--- src/rtl/dma_pkg.sv ---
// Shared types and constants for the peripheral DMA responder.
package dma_pkg;

    typedef enum logic [2:0] {
        ST_IDLE,
        ST_WAIT_DEV,
        ST_MEM_REQ,
        ST_RD_CAP,
        ST_ACK,
        ST_END,
        ST_ERROR,
        ST_DRAIN
    } dma_state_e;

    localparam logic        DIR_WRITE       = 1'b0;
    localparam logic        DIR_READ        = 1'b1;
    localparam logic [15:0] ACK_TIMEOUT_DEF = 16'd1024;

    // Reads never touch memory bytes; writes always store the full word.
    function automatic logic [1:0] we_for_dir(input logic dir);
        return (dir == DIR_READ) ? 2'b00 : 2'b11;
    endfunction

endpackage

--- src/rtl/dma_if.sv ---
// Device-side and memory-side buses of the DMA responder.
interface dma_dev_if;
    logic        dev_rqst;
    logic        dev_rd_wr;
    logic [15:0] dev_start_addr;
    logic [15:0] dev_num_words;
    logic        dev_ack;
    logic [15:0] dev_wdata;
    logic [15:0] dev_rdata;
    logic        dev_dma_ack;
    logic        dev_end_flag;
    logic        dev_error_flag;

    // master = requesting peripheral, slave = DMA controller
    modport master (
        output dev_rqst, dev_rd_wr, dev_start_addr, dev_num_words, dev_ack, dev_wdata,
        input  dev_rdata, dev_dma_ack, dev_end_flag, dev_error_flag
    );
    modport slave (
        input  dev_rqst, dev_rd_wr, dev_start_addr, dev_num_words, dev_ack, dev_wdata,
        output dev_rdata, dev_dma_ack, dev_end_flag, dev_error_flag
    );
endinterface

interface dma_mem_if;
    logic [14:0] dma_addr;
    logic [15:0] dma_din;
    logic        dma_en;
    logic [1:0]  dma_we;
    logic        dma_priority;
    logic [15:0] dma_dout;
    logic        dma_ready;
    logic        dma_resp;

    // master = DMA controller, slave = memory backbone port
    modport master (
        output dma_addr, dma_din, dma_en, dma_we, dma_priority,
        input  dma_dout, dma_ready, dma_resp
    );
    modport slave (
        input  dma_addr, dma_din, dma_en, dma_we, dma_priority,
        output dma_dout, dma_ready, dma_resp
    );
endinterface

--- src/rtl/dma_xfer_counter.sv ---
// Word-address and remaining-count tracking for one DMA block.
module dma_xfer_counter (
    input  logic        clk,
    input  logic        reset,
    input  logic        load,
    input  logic [14:0] load_addr,
    input  logic [15:0] load_cnt,
    input  logic        step,
    output logic [14:0] word_addr,
    output logic        zero_on_step
);

    logic [15:0] remaining;

    // Address wraps naturally mod 2^15; a step past 0x7FFF is legal.
    always_ff @(posedge clk or posedge reset) begin
        if (reset) begin
            word_addr <= '0;
            remaining <= '0;
        end else if (load) begin
            word_addr <= load_addr;
            remaining <= load_cnt;
        end else if (step) begin
            word_addr <= word_addr + 15'd1;
            remaining <= remaining - 16'd1;
        end
    end

    // Count becomes zero with the step taken this cycle.
    assign zero_on_step = (remaining == 16'd1);

endmodule

--- src/rtl/dma_controller.sv ---
// Responder end of the peripheral DMA protocol: one memory access per device handshake.
module dma_controller
    import dma_pkg::*;
#(
    parameter logic [15:0] ACK_TIMEOUT = ACK_TIMEOUT_DEF,
    parameter logic        PRIORITY    = 1'b0
) (
    input  logic      clk,
    input  logic      reset,
    dma_dev_if.slave  dev,
    dma_mem_if.master mem
);

    dma_state_e  state, state_nx;
    logic        rd_wr_q;
    logic [15:0] tmo_cnt;
    logic        tmo_hit;
    logic        load, step, zero_on_step, enter_mem;
    logic [14:0] word_addr;

    logic        en_q, en_nx;
    logic [1:0]  we_q, we_nx;
    logic [14:0] addr_q, addr_nx;
    logic [15:0] din_q, din_nx;
    logic [15:0] rdata_q, rdata_nx;
    logic        dack_q, dack_nx;
    logic        end_q, end_nx;
    logic        err_q, err_nx;

    // Byte address LSB carries no information for word transfers.
    logic unused_addr_lsb;
    assign unused_addr_lsb = dev.dev_start_addr[0];

    assign load = (state == ST_IDLE) && dev.dev_rqst;
    assign step = (state == ST_ACK);

    dma_xfer_counter u_cnt (
        .clk         (clk),
        .reset       (reset),
        .load        (load),
        .load_addr   (dev.dev_start_addr[15:1]),
        .load_cnt    (dev.dev_num_words),
        .step        (step),
        .word_addr   (word_addr),
        .zero_on_step(zero_on_step)
    );

    always_ff @(posedge clk or posedge reset) begin
        if (reset) state <= ST_IDLE;
        else       state <= state_nx;
    end

    always_ff @(posedge clk or posedge reset) begin
        if (reset) begin
            rd_wr_q <= DIR_WRITE;
            tmo_cnt <= '0;
        end else begin
            if (load) rd_wr_q <= dev.dev_rd_wr;
            tmo_cnt <= (state == ST_WAIT_DEV) ? tmo_cnt + 16'd1 : 16'd0;
        end
    end

    // tmo_cnt holds cycles already spent in WAIT_DEV; this one completes the budget.
    assign tmo_hit = (ACK_TIMEOUT != 16'd0) &&
                     (({1'b0, tmo_cnt} + 17'd1) == {1'b0, ACK_TIMEOUT});

    always_comb begin
        state_nx = state;
        case (state)
            ST_IDLE:
                if (dev.dev_rqst)
                    state_nx = (dev.dev_num_words == 16'd0) ? ST_END : ST_WAIT_DEV;
            ST_WAIT_DEV:
                if (!dev.dev_rqst)    state_nx = ST_IDLE;
                else if (dev.dev_ack) state_nx = ST_MEM_REQ;
                else if (tmo_hit)     state_nx = ST_ERROR;
            ST_MEM_REQ:
                if (mem.dma_ready) begin
                    if (mem.dma_resp)             state_nx = ST_ERROR;
                    else if (rd_wr_q == DIR_READ) state_nx = ST_RD_CAP;
                    else                          state_nx = ST_ACK;
                end
            ST_RD_CAP: state_nx = ST_ACK;
            ST_ACK:    state_nx = zero_on_step ? ST_END : ST_WAIT_DEV;
            ST_END:    state_nx = ST_DRAIN;
            ST_ERROR:  state_nx = ST_DRAIN;
            ST_DRAIN:  if (!dev.dev_rqst) state_nx = ST_IDLE;
            default:   state_nx = ST_IDLE;
        endcase
    end

    // Outputs are computed from the next state so every port comes straight off a flop.
    assign enter_mem = (state == ST_WAIT_DEV) && (state_nx == ST_MEM_REQ);

    always_comb begin
        en_nx    = (state_nx == ST_MEM_REQ);
        we_nx    = en_nx ? we_for_dir(rd_wr_q) : 2'b00;
        addr_nx  = enter_mem ? word_addr     : addr_q;
        din_nx   = enter_mem ? dev.dev_wdata : din_q;
        rdata_nx = (state == ST_RD_CAP) ? mem.dma_dout : rdata_q;
        dack_nx  = (state_nx == ST_ACK);
        end_nx   = (state_nx == ST_END);
        err_nx   = (state_nx == ST_ERROR);
    end

    always_ff @(posedge clk or posedge reset) begin
        if (reset) begin
            en_q    <= 1'b0;
            we_q    <= 2'b00;
            addr_q  <= '0;
            din_q   <= '0;
            rdata_q <= '0;
            dack_q  <= 1'b0;
            end_q   <= 1'b0;
            err_q   <= 1'b0;
        end else begin
            en_q    <= en_nx;
            we_q    <= we_nx;
            addr_q  <= addr_nx;
            din_q   <= din_nx;
            rdata_q <= rdata_nx;
            dack_q  <= dack_nx;
            end_q   <= end_nx;
            err_q   <= err_nx;
        end
    end

    assign mem.dma_en         = en_q;
    assign mem.dma_we         = we_q;
    assign mem.dma_addr       = addr_q;
    assign mem.dma_din        = din_q;
    assign mem.dma_priority   = PRIORITY;
    assign dev.dev_rdata      = rdata_q;
    assign dev.dev_dma_ack    = dack_q;
    assign dev.dev_end_flag   = end_q;
    assign dev.dev_error_flag = err_q;

endmodule

--- src/flat_wrapper.sv ---
// flat-port wrapper written by rule: the top's interface ports become plain ports
module dma_controller_flat import dma_pkg::*;
#(
    parameter logic [15:0] ACK_TIMEOUT = ACK_TIMEOUT_DEF,
    parameter logic        PRIORITY    = 1'b0
)
  (clk, reset, dev_dev_rqst, dev_dev_rd_wr, dev_dev_start_addr, dev_dev_num_words, dev_dev_ack, dev_dev_wdata, dev_dev_rdata, dev_dev_dma_ack, dev_dev_end_flag, dev_dev_error_flag, mem_dma_addr, mem_dma_din, mem_dma_en, mem_dma_we, mem_dma_priority, mem_dma_dout, mem_dma_ready, mem_dma_resp);
  dma_dev_if dev_i ();
  dma_mem_if mem_i ();
  input  logic clk;
  input  logic reset;
  input wire logic [$bits(dev_i.dev_rqst)-1:0] dev_dev_rqst;
  input wire logic [$bits(dev_i.dev_rd_wr)-1:0] dev_dev_rd_wr;
  input wire logic [$bits(dev_i.dev_start_addr)-1:0] dev_dev_start_addr;
  input wire logic [$bits(dev_i.dev_num_words)-1:0] dev_dev_num_words;
  input wire logic [$bits(dev_i.dev_ack)-1:0] dev_dev_ack;
  input wire logic [$bits(dev_i.dev_wdata)-1:0] dev_dev_wdata;
  output wire logic [$bits(dev_i.dev_rdata)-1:0] dev_dev_rdata;
  output wire logic [$bits(dev_i.dev_dma_ack)-1:0] dev_dev_dma_ack;
  output wire logic [$bits(dev_i.dev_end_flag)-1:0] dev_dev_end_flag;
  output wire logic [$bits(dev_i.dev_error_flag)-1:0] dev_dev_error_flag;
  output wire logic [$bits(mem_i.dma_addr)-1:0] mem_dma_addr;
  output wire logic [$bits(mem_i.dma_din)-1:0] mem_dma_din;
  output wire logic [$bits(mem_i.dma_en)-1:0] mem_dma_en;
  output wire logic [$bits(mem_i.dma_we)-1:0] mem_dma_we;
  output wire logic [$bits(mem_i.dma_priority)-1:0] mem_dma_priority;
  input wire logic [$bits(mem_i.dma_dout)-1:0] mem_dma_dout;
  input wire logic [$bits(mem_i.dma_ready)-1:0] mem_dma_ready;
  input wire logic [$bits(mem_i.dma_resp)-1:0] mem_dma_resp;
  assign dev_i.dev_rqst = dev_dev_rqst;
  assign dev_i.dev_rd_wr = dev_dev_rd_wr;
  assign dev_i.dev_start_addr = dev_dev_start_addr;
  assign dev_i.dev_num_words = dev_dev_num_words;
  assign dev_i.dev_ack = dev_dev_ack;
  assign dev_i.dev_wdata = dev_dev_wdata;
  assign dev_dev_rdata = dev_i.dev_rdata;
  assign dev_dev_dma_ack = dev_i.dev_dma_ack;
  assign dev_dev_end_flag = dev_i.dev_end_flag;
  assign dev_dev_error_flag = dev_i.dev_error_flag;
  assign mem_dma_addr = mem_i.dma_addr;
  assign mem_dma_din = mem_i.dma_din;
  assign mem_dma_en = mem_i.dma_en;
  assign mem_dma_we = mem_i.dma_we;
  assign mem_dma_priority = mem_i.dma_priority;
  assign mem_i.dma_dout = mem_dma_dout;
  assign mem_i.dma_ready = mem_dma_ready;
  assign mem_i.dma_resp = mem_dma_resp;
  dma_controller #(.ACK_TIMEOUT(ACK_TIMEOUT), .PRIORITY(PRIORITY)) u_core (.clk(clk), .reset(reset), .dev(dev_i), .mem(mem_i));
endmodule
--- config.mk ---
export PLATFORM = sky130hd
export DESIGN_NAME = dma_controller_flat
export DESIGN_NICKNAME = d
export VERILOG_FILES = /design/src/rtl/dma_pkg.sv /design/src/rtl/dma_if.sv /design/src/rtl/dma_xfer_counter.sv /design/src/rtl/dma_controller.sv /design/src/flat_wrapper.sv
export SDC_FILE = /design/constraint.sdc
export NUM_CORES = 1
export LEC_CHECK = 0
export BUFFER_PORTS_ARGS = -buffer_cell sky130_fd_sc_hd__buf_2
export CORE_ASPECT_RATIO = 0.75
export CORE_MARGIN = 2
export CORE_UTILIZATION = 53
export DETAILED_ROUTE_END_ITERATION = 8
export PLACE_DENSITY = 0.79
export SYNTH_ARGS = -nofsm -noshare
export SYNTH_HDL_FRONTEND = slang
export SYNTH_SLANG_ARGS = --single-unit
export TNS_END_PERCENT = 30
--- constraint.sdc ---
create_clock -name clk -period 3.48 [get_ports clk]
set_input_delay 0.348 -clock clk [delete_from_list [all_inputs] [get_ports clk]]
set_output_delay 0.348 -clock clk [all_outputs]
set_load 0.01 [all_outputs]
==> flow_metrics.py, run 1 <==
metrics = {
    "logic_synthesis": {
        "yosysWarnings": 0,
        "ys.flop_type": "dfrtp_1",
        "yosysSeqAreaShare_pct": 53.1,
        "ys_types": 53,
        "syn_nets": 528,
        "synth_top_area_share_pct": 53.1,
        "synth_seq_cells": 103,
        "netlist_area_sq_mm": 0.00486,
        "synth_commonest_cells": "dfrtp_1, nand2_1, mux2_2",
        "avgSynthCellArea_sq_um": 10.7,
        "synth_top_area_cell": "dfrtp_1",
        "synthArstFlopShare_pct": 100,
        "synth_most_common_cell": "dfrtp_1",
        "synth_edf_count": 0,
        "netlist_instances": 453,
        "synth_area_leaders": "dfrtp_1, mux2_2, nand2_1",
    },
    "power": {
        "leakage_nw": 2.70,
        "p_per_area_mw_per_mm2": 816,
        "irDropWorstVdd_uv": 533,
    },
    "setup_path": {
        "required_ps": 3710,
        "critPathLaunchType": "flop",
        "regToRegEndpoint": "u_core.u_cnt.remaining[13]",
        "reg2reg_slack_ps": 660,
        "r2r-start": "u_core.u_cnt.remaining[2]",
        "crit_buf_inv": 0,
        "crit_path_end_kind": "flop",
        "worstPathCellList": "or4_4 > or4_4 > or3_1 > or4_4 > nand3_2 > o211ai_2",
        "path_common_cell": "or4_4",
        "slowest_delay_ps": 580,
        "crit_fanout": 8,
        "crit_type": "reg -> reg",
        "r2r_cells": 6,
        "crit_path_top_delay_cell": "or4_4",
        "crit_family": "simple AND/OR/NAND/NOR gates",
        "arrival_ps": 3060,
    },
    "clock_network": {
        "clk_root_buffer_cell": "clkbuf_16",
        "post_cts_resize_count": 0,
        "cts_tree": "built",
        "insertion_delay_ps": 350,
        "holdBufCountCts": 0,
        "cts_max_path_buffers": 2,
        "path_clk_slew_ps": 70,
        "cts_max_level": 3,
        "cts.sinks": 103,
        "numCtsBuffers": 9,
        "postCtsSetupRepairBufs": 0,
    },
    "sta": {
        "fin_worst_skew_ps": 12.0,
        "tightest_slew_ps": 1100,
        "fmax_mhz": 354,
        "slew_viol_final": 0,
        "timing.final.crit_share_pct": 81.1,
        "post-route-min-period_ps": 2820,
        "setup_ws_ps": 656,
        "slew_headroom_pct": 26.5,
        "rsz0062_at_grt": "false",
        "finalSetupTns_ps": 0,
        "setup_violations": 0,
        "finalHoldViolCount": 0,
    },
    "floorplan": {
        "ios": 125,
        "core-area_sq_mm": 0.00897,
        "die-area_sq_mm": 0.00995,
        "rows": 30,
        "dieWidth_um": 115,
        "start_util_pct": 54.1,
        "die_y_um": 86.9,
    },
    "cells_and_area": {
        "instances_no_fill": 686,
        "drive_gt1_share_pct": 34.5,
        "diodes": 0,
        "nNetsFinal": 644,
        "syn_to_final_growth_pct": 20.8,
    },
    "detailed_routing": {
        "routed_wl_um": 10800,
        "wl_per_cell_um": 15.8,
        "drtAntennaViolNets": 0,
        "via_per_inst": 5.88,
        "drt-pass1-iter-count": 5,
        "first_iter_violations": 264,
        "via_count": 4031,
        "drc": 0,
    },
    "placed_design": {
        "portBuffers": 122,
        "dp.cells": 670,
        "dp_hpwl_um": 7760,
        "gp_routability_congestion": 0.818,
        "pre_cts_ws_ps": 665,
    },
    "hold_path": {
        "hold-path-endpoint": "u_core.rd_wr_q",
        "hold_depth": 3,
        "min_path_type": "in -> reg",
        "hp-start": "dev_dev_rd_wr",
    },
    "job": {
        "cap_violations": 0,
    },
    "global_routing": {
        "grt-ovfl-total": 0,
        "antenna_found_initial": 0,
        "grtUsageTotal_pct": 22.7,
        "grt_pass1_vias": 3867,
        "grt_pass1_wl_um": 17900,
        "grt_max_degree": 90,
    },
    "status": {
        "status": "finished, final reports clean",
    },
}
## registers in the layout, indices dropped and copies added, names as in the netlist
| name | count |
|---|---|
| u_core.mem.dma_din | 16 |
| u_core.tmo_cnt | 16 |
| u_core.rd_wr_q | 1 |
| u_core.dev.dev_dma_ack | 1 |
| u_core.mem.dma_en | 1 |
| u_core.dev.dev_rdata | 16 |
| u_core.u_cnt.word_addr | 15 |
| u_core.dev.dev_end_flag | 1 |
| u_core.state | 3 |
| u_core.u_cnt.remaining | 16 |
| u_core.mem.dma_addr | 15 |
| u_core.dev.dev_error_flag | 1 |
| u_core.mem.dma_we | 1 |
## cells in the final DEF, fill, tap and decap left out, types with 2 or more instances in the layout
| master | netlist | routed |
|---|---|---|
| buf_2 | 2 | 122 |
| dfrtp_1 | 103 | 103 |
| nand2_1 | 49 | 49 |
| mux2_2 | 45 | 45 |
| nor2_1 | 31 | 31 |
| o21ai_0 | 20 | 20 |
| nand3_1 | 19 | 19 |
| nor4_1 | 13 | 13 |
| o311ai_0 | 13 | 13 |
| nor3_1 | 12 | 12 |
| o211ai_1 | 12 | 12 |
| xnor2_1 | 11 | 11 |
| inv_1 | 10 | 9 |
| clkbuf_16 | 0 | 9 |
| a21oi_1 | 8 | 8 |
| buf_4 | 3 | 8 |
| nand4_1 | 7 | 7 |
| a31oi_1 | 6 | 6 |
| and3_1 | 6 | 6 |
| nand2b_1 | 5 | 5 |
| a21o_1 | 5 | 5 |
| xor2_1 | 5 | 5 |
| or3_1 | 4 | 4 |
| a221o_1 | 4 | 4 |
| ha_1 | 4 | 4 |
| or4_4 | 3 | 3 |
| nand3b_1 | 2 | 2 |
| a22oi_1 | 2 | 2 |
| and2_1 | 2 | 2 |
| a211o_1 | 2 | 2 |
| nor4b_1 | 3 | 2 |
| clkbuf_1 | 20 | 2 |
| inv_6 | 0 | 2 |
## power breakdown
part / total (mW) / switching, mW / internal (mW)
clock: 1.00 / 0.439 / 0.565
sequential: 2.08 / 0.391 / 1.69
combinational: 1.70 / 0.893 / 0.809
total: 4.79 / 1.72 / 3.06
## per-stage QoR
stage / utilization [%] / total power, mW / instance area, sq um / hold slack [ps]
3_5_place_dp: 62.1 / 3.80 / 5570 / 478
4_1_cts: 65.4 / 4.82 / 5870 / 180
6_report: 65.4 / 4.79 / 5870 / 193
2_1_floorplan: - / 3.16 / 4860 / 453
5_1_grt: 65.4 / 5.11 / 5870 / 189
3_3_place_gp: 62.1 / 3.69 / 5570 / 464
## worst min-delay path: cells and delay by family
| kind | cells | cell delay, ps |
|---|---|---|
| and+or+nand+nor | 2 | 80 |
| buffers and inverters | 1 | 70 |
## how the worst max path moves through the flow
stage	from	cells past startpoint	slack (ps)	endpoint
3_5_place_dp	u_core.u_cnt.remaining[2]	6	670	u_core.u_cnt.remaining[13]
6_report	u_core.u_cnt.remaining[2]	6	660	u_core.u_cnt.remaining[13]
4_1_cts	u_core.u_cnt.remaining[2]	6	660	u_core.u_cnt.remaining[13]
3_3_place_gp	u_core.u_cnt.remaining[2]	6	730	u_core.u_cnt.remaining[13]
2_1_floorplan	reset	1	430	u_core.dev.dev_dma_ack
5_1_grt	u_core.u_cnt.remaining[2]	6	570	u_core.u_cnt.remaining[13]
## layer usage
metal  track usage [%]  vias up  wire length [um]
met5                 0        -                 0
met1              31.4     1951              4960
met2              34.9      167              4900
met3              5.92       16               808
li1                  -     1897                 -
met4              8.20        0               142
## kinds of logic (layout without fill, tap and decap cells)
group / Yosys count / after routing / synth area share [%]
xor+xnor: 16 / 16 / 2.89
buf+inv: 35 / 156 / 2.99
flops: 103 / 103 / 53.1
mux: 46 / 46 / 10.6
compound gates: 85 / 85 / 12.5
simple gates: 163 / 163 / 16.8
fa+ha+maj: 4 / 4 / 1.03
other cells: 1 / 1 / 0.0772
## final cells by class
class	instances	area (sq um)
sequential	103	2580
clock buffer	11	233
tap	112	140
multi-input combinational	315	2140
clock inverter	5	63.8
fill	701	3110
timing repair buffer	130	671
inverter	10	40.0
No activity file was read; power rests on OpenSTA's default activity.
==> inputs of run 2 (changes only) <==
Clock period 3.48 ns to 2.6 ns, I/O delays scaled along.
==> run 2 against run 1 <==
- sequential share of layout area is 0.89 points lower
- first-iteration DRC count down 28%
- cell count increased by 1.6%
- critical path depth is the same
- largest cell class unchanged
- clock-buffer cell count fell by 2
- hold slack worse by 150 ps
- die area stayed put
- critical path type unchanged
==> flow_metrics.py, run 2 (synthesis gave the netlist of run 1 again) <==
metrics = {
    "sta": {
        "slew_headroom_pct": 46.2,
        "rsz0062_at_grt": "true",
        "post-route-min-period_ps": 2560,
        "setup_violations": 0,
        "tightest_slew_ps": 806,
        "slew_viol_final": 0,
        "fin_worst_skew_ps": 9.27,
        "finalHoldViolCount": 0,
        "timing.final.crit_share_pct": 98.6,
        "fmax_mhz": 390,
    },
    "cells_and_area": {
        "diodes": 0,
        "syn_to_final_growth_pct": 23.3,
        "seq_area_sq_mm": 0.00258,
        "drive_gt1_share_pct": 36.2,
        "nNetsFinal": 655,
        "multiInputGateArea_sq_mm": 0.00215,
        "post-route-util_pct": 66.7,
        "most-common-layout-cells": "buf_2, dfrtp_1, nand2_1, mux2_2, nor2_1",
        "fill_cells": 700,
        "layout_commonest_cell": "buf_2",
        "fin_area_sq_mm": 0.00599,
    },
    "detailed_routing": {
        "drc": 0,
        "via_count": 4030,
        "wl_per_cell_um": 15.9,
        "drt-pass1-iter-count": 7,
        "routed_wl_um": 11100,
        "drtAntennaViolNets": 0,
        "via_per_inst": 5.78,
        "first_iter_violations": 191,
    },
    "setup_path": {
        "arrival_ps": 2790,
        "critPathLaunchType": "flop",
        "crit_type": "reg -> reg",
        "crit_fanout": 3,
        "slowest_delay_ps": 560,
        "crit_path_top_delay_cell": "or4_4",
        "required_ps": 2830,
        "path_common_cell": "or4_4",
        "crit_family": "simple AND/OR/NAND/NOR gates",
        "crit_path_end_kind": "flop",
        "reg2reg_slack_ps": 40,
        "worstPathCellList": "or4_4 > or4_4 > or3_4 > or4_4 > nand3_2 > o211ai_2",
        "crit_buf_inv": 0,
    },
    "clock_network": {
        "insertion_delay_ps": 350,
        "clk_root_buffer_cell": "clkbuf_16",
        "path_clk_slew_ps": 70,
        "cts.sinks": 103,
        "cts_max_level": 3,
        "postCtsSetupRepairBufs": 0,
        "numCtsBuffers": 9,
        "cts_tree": "built",
        "cts_max_path_buffers": 2,
        "post_cts_resize_count": 0,
        "holdBufCountCts": 0,
    },
    "global_routing": {
        "grt_max_degree": 38,
        "antenna_found_initial": 0,
        "grt_pass1_wl_um": 18100,
        "grt_pass1_vias": 3815,
        "grtUsageTotal_pct": 23.4,
        "grt-ovfl-total": 0,
    },
    "power": {
        "leakage_nw": 2.77,
        "irDropWorstVdd_uv": 643,
        "p_per_area_mw_per_mm2": 1090,
    },
    "placed_design": {
        "placed_cell_area_sq_mm": 0.00568,
        "dp_hpwl_um": 8150,
        "gp_routability_congestion": 0.853,
        "portBuffers": 122,
    },
    "floorplan": {
        "rows": 30,
        "ios": 125,
        "start_util_pct": 54.1,
        "core-area_sq_mm": 0.00897,
        "die-area_sq_mm": 0.00995,
        "die_y_um": 86.9,
        "dieWidth_um": 115,
    },
    "status": {
        "status": "finished, final reports clean",
    },
    "hold_path": {
        "min_path_type": "in -> async",
    },
    "job": {
        "cap_violations": 0,
    },
}
==> run 2: cell types whose count changed in the layout (fill, tap and decap cells not counted), sizes merged <==
cell	delta
buf	+11
clkbuf	-2
clkinvlp	+2
==> run 2: layout make-up <==
class	instances	share of cell area, %
tap	112	2.34
clock inverter	7	1.32
inverter	10	0.690
sequential	103	43.1
timing repair buffer	141	13.0
multi-input combinational	315	35.8
clock buffer	9	3.76
==> run 2: path summary, 6_finish.rpt <==
check	from	to	depth (start not counted)
max	u_core.u_cnt.remaining[5]	u_core.u_cnt.remaining[13]	6
min	reset	u_core.u_cnt.word_addr[8]	2
max reg2reg	u_core.u_cnt.remaining[5]	u_core.u_cnt.remaining[13]	6
min reg2reg	u_core.dev.dev_rdata[4]	u_core.dev.dev_rdata[4]	1
max in group asynchronous	reset	u_core.mem.dma_din[6]	3
min in group clk	dev_dev_start_addr[13]	u_core.u_cnt.word_addr[12]	2
==> run 2: worst register-to-register path, stage by stage, from the launching register on <==
cell      delay, ps
dfrtp_1         380
or4_4           530
or4_4           440
or3_4           380
or4_4           560
nand3_2          80
o211ai_2         70
==> run 2: routing by layer <==
| metal | vias to the layer above | share of wire [%] | global-route usage [%] |
|---|---|---|---|
| met3 | 8 | 8.1 | 7.17 |
| met4 | 0 | 0.88 | 6.32 |
| li1 | 1921 | - | - |
| met2 | 167 | 45 | 35.4 |
| met1 | 1934 | 46 | 33.0 |
| met5 | - | 0 | 0 |
==> run 2: where the power goes <==
part | internal (mW) | switching [mW]
clock | 0.758 | 0.627
sequential | 2.26 | 0.454
combinational | 1.15 | 1.30
total | 4.17 | 2.38
==> run 2: through the flow <==
stage                     setup TNS [ps]  setup slack [ps]  cells  hold slack (ps)  total power [mW]
after floorplan                    -88.1             -88.1    453              365              4.23
after global placement                 0              67.2    681              445              5.03
after detailed placement               0              43.2    681              449              5.17
after CTS                              0              17.0    697             66.4              6.56
after global routing               -4.51             -4.51    697              111              6.98
final                                  0              35.8    697             47.5              6.54
==> inputs of run 3 (changes only) <==
Settings changed: PLACE_DENSITY 0.79 to 0.81.
==> run 3 against run 2 <==
- first-iteration DRC count rose by 45%
- wire length increased by 3.6%
- non-clock buffer count grew 1
- utilization hardly changed
- clock power is essentially flat
- clock skew down 3.1 ps
- cell count is 0.14% higher
==> flow_metrics.py, run 3 (synthesis gave the netlist of run 1 again) <==
metrics = {
    "status": {
        "status": "finished, final reports clean",
    },
    "global_routing": {
        "grt_max_degree": 37,
        "antenna_found_initial": 0,
        "grt_pass1_vias": 3837,
        "grt_use_met2_pct": 36.4,
        "met3_usage_pct": 7.31,
        "grt_busiest_layer": "met2",
        "grt-ovfl-total": 0,
        "grt_pass1_wl_um": 18700,
        "grtUsageTotal_pct": 24.1,
        "grtUsageMet1_pct": 33.7,
    },
    "cells_and_area": {
        "seq_area_sq_mm": 0.00258,
        "fill_cells": 711,
        "multiInputGateArea_sq_mm": 0.00215,
        "layout_commonest_cell": "buf_2",
        "nNetsFinal": 656,
        "fin_area_sq_mm": 0.00599,
        "diodes": 0,
        "syn_to_final_growth_pct": 23.3,
        "drive_gt1_share_pct": 36.0,
        "most-common-layout-cells": "buf_2, dfrtp_1, nand2_1, mux2_2, nor2_1",
    },
    "clock_network": {
        "cts_max_path_buffers": 2,
        "holdBufCountCts": 0,
        "cts_tree": "built",
        "insertion_delay_ps": 350,
        "cts_max_level": 3,
        "clk_root_buffer_cell": "clkbuf_16",
        "cts.sinks": 103,
        "path_clk_slew_ps": 70,
        "numCtsBuffers": 9,
    },
    "floorplan": {
        "rows": 30,
        "start_util_pct": 54.1,
        "dieWidth_um": 115,
        "ios": 125,
        "die-area_sq_mm": 0.00995,
        "die_y_um": 86.9,
        "core-area_sq_mm": 0.00897,
    },
    "job": {
        "cap_violations": 0,
    },
    "sta": {
        "slew_headroom_pct": 45.0,
        "fin_worst_skew_ps": 6.20,
        "setup_violations": 0,
        "finalHoldViolCount": 0,
        "hold_ws_ps": 59.7,
        "slew_viol_final": 0,
        "tightest_slew_ps": 823,
        "fmax_mhz": 389,
        "timing.final.crit_share_pct": 98.8,
        "post-route-min-period_ps": 2570,
    },
    "setup_path": {
        "critPathLaunchType": "flop",
        "path_common_cell": "or4_4",
        "crit_buf_inv": 0,
        "worstPathCellList": "or4_4 > or4_4 > or3_4 > or4_4 > nand3_2 > o211ai_2",
        "crit_family": "simple AND/OR/NAND/NOR gates",
        "arrival_ps": 2800,
        "crit_fanout": 3,
        "crit_path_end_kind": "flop",
        "required_ps": 2830,
        "crit_type": "reg -> reg",
        "r2r_cells": 6,
        "crit_path_top_delay_cell": "or4_4",
        "slowest_delay_ps": 560,
        "cp.depth": 6,
    },
    "placed_design": {
        "gp_routability_congestion": 0.894,
        "placed_cell_area_sq_mm": 0.00568,
        "dp_hpwl_um": 8300,
        "portBuffers": 122,
    },
    "detailed_routing": {
        "drc": 0,
        "wl_per_cell_um": 16.4,
        "first_iter_violations": 276,
        "via_per_inst": 5.77,
        "via_count": 4024,
        "routed_wl_um": 11500,
        "drtAntennaViolNets": 0,
        "drt-pass1-iter-count": 4,
    },
    "hold_path": {
        "min_path_type": "in -> async",
    },
    "power": {
        "p_per_area_mw_per_mm2": 1090,
        "irDropWorstVdd_uv": 699,
        "leakage_nw": 2.77,
        "fin_total_pwr_mw": 6.55,
    },
}
[run 3: final cells by class]
cell class,count,area share [%]
clock buffers,12,4.12
clock inverters,4,0.877
inverters,10,0.689
multi-input cells,315,35.8
flip-flops and latches,103,43.0
well taps,112,2.34
repair buffers,142,13.1
[run 3: worst paths after layout]
path	end	start	slack, ps
worst max-delay path	u_core.u_cnt.remaining[13]	u_core.u_cnt.remaining[2]	30
worst min-delay path	u_core.mem.dma_din[1]	reset	60
worst max register to register	u_core.u_cnt.remaining[13]	u_core.u_cnt.remaining[2]	30
worst min register to register	u_core.dev.dev_rdata[14]	u_core.dev.dev_rdata[14]	500
max in group asynchronous	u_core.u_cnt.word_addr[1]	reset	1900
min in group clk	u_core.rd_wr_q	dev_dev_rd_wr	110
[run 3: layer usage]
layer  up-vias  share of wire (%)
met5         -                  0
met4         0                1.6
met3        18                8.1
met2       159                 44
met1      1928                 46
li1       1919                  -
[run 3: power breakdown]
group / internal (mW) / switching [mW] / leakage, nW
registers: 2.26 / 0.462 / 1.29
clock network: 0.777 / 0.582 / 0.147
logic: 1.16 / 1.31 / 1.33
[run 3: repair_timing]
item	CTS	global route
resized for setup	0	1
endpoints found under the hold margin	0	0
endpoints found under the setup margin	0	1
buffers inserted	0	1
[run 3: per-stage QoR]
step           setup slack [ps]  instances  util [%]  setup TNS [ps]
2_1_floorplan             -88.1        453         -           -88.1
3_3_place_gp               68.4        681      63.3               0
3_5_place_dp               20.7        681      63.3               0
4_1_cts                    19.7        697      66.6               0
5_1_grt                   -7.97        698      66.8           -7.97
6_report                   31.7        698      66.8               0
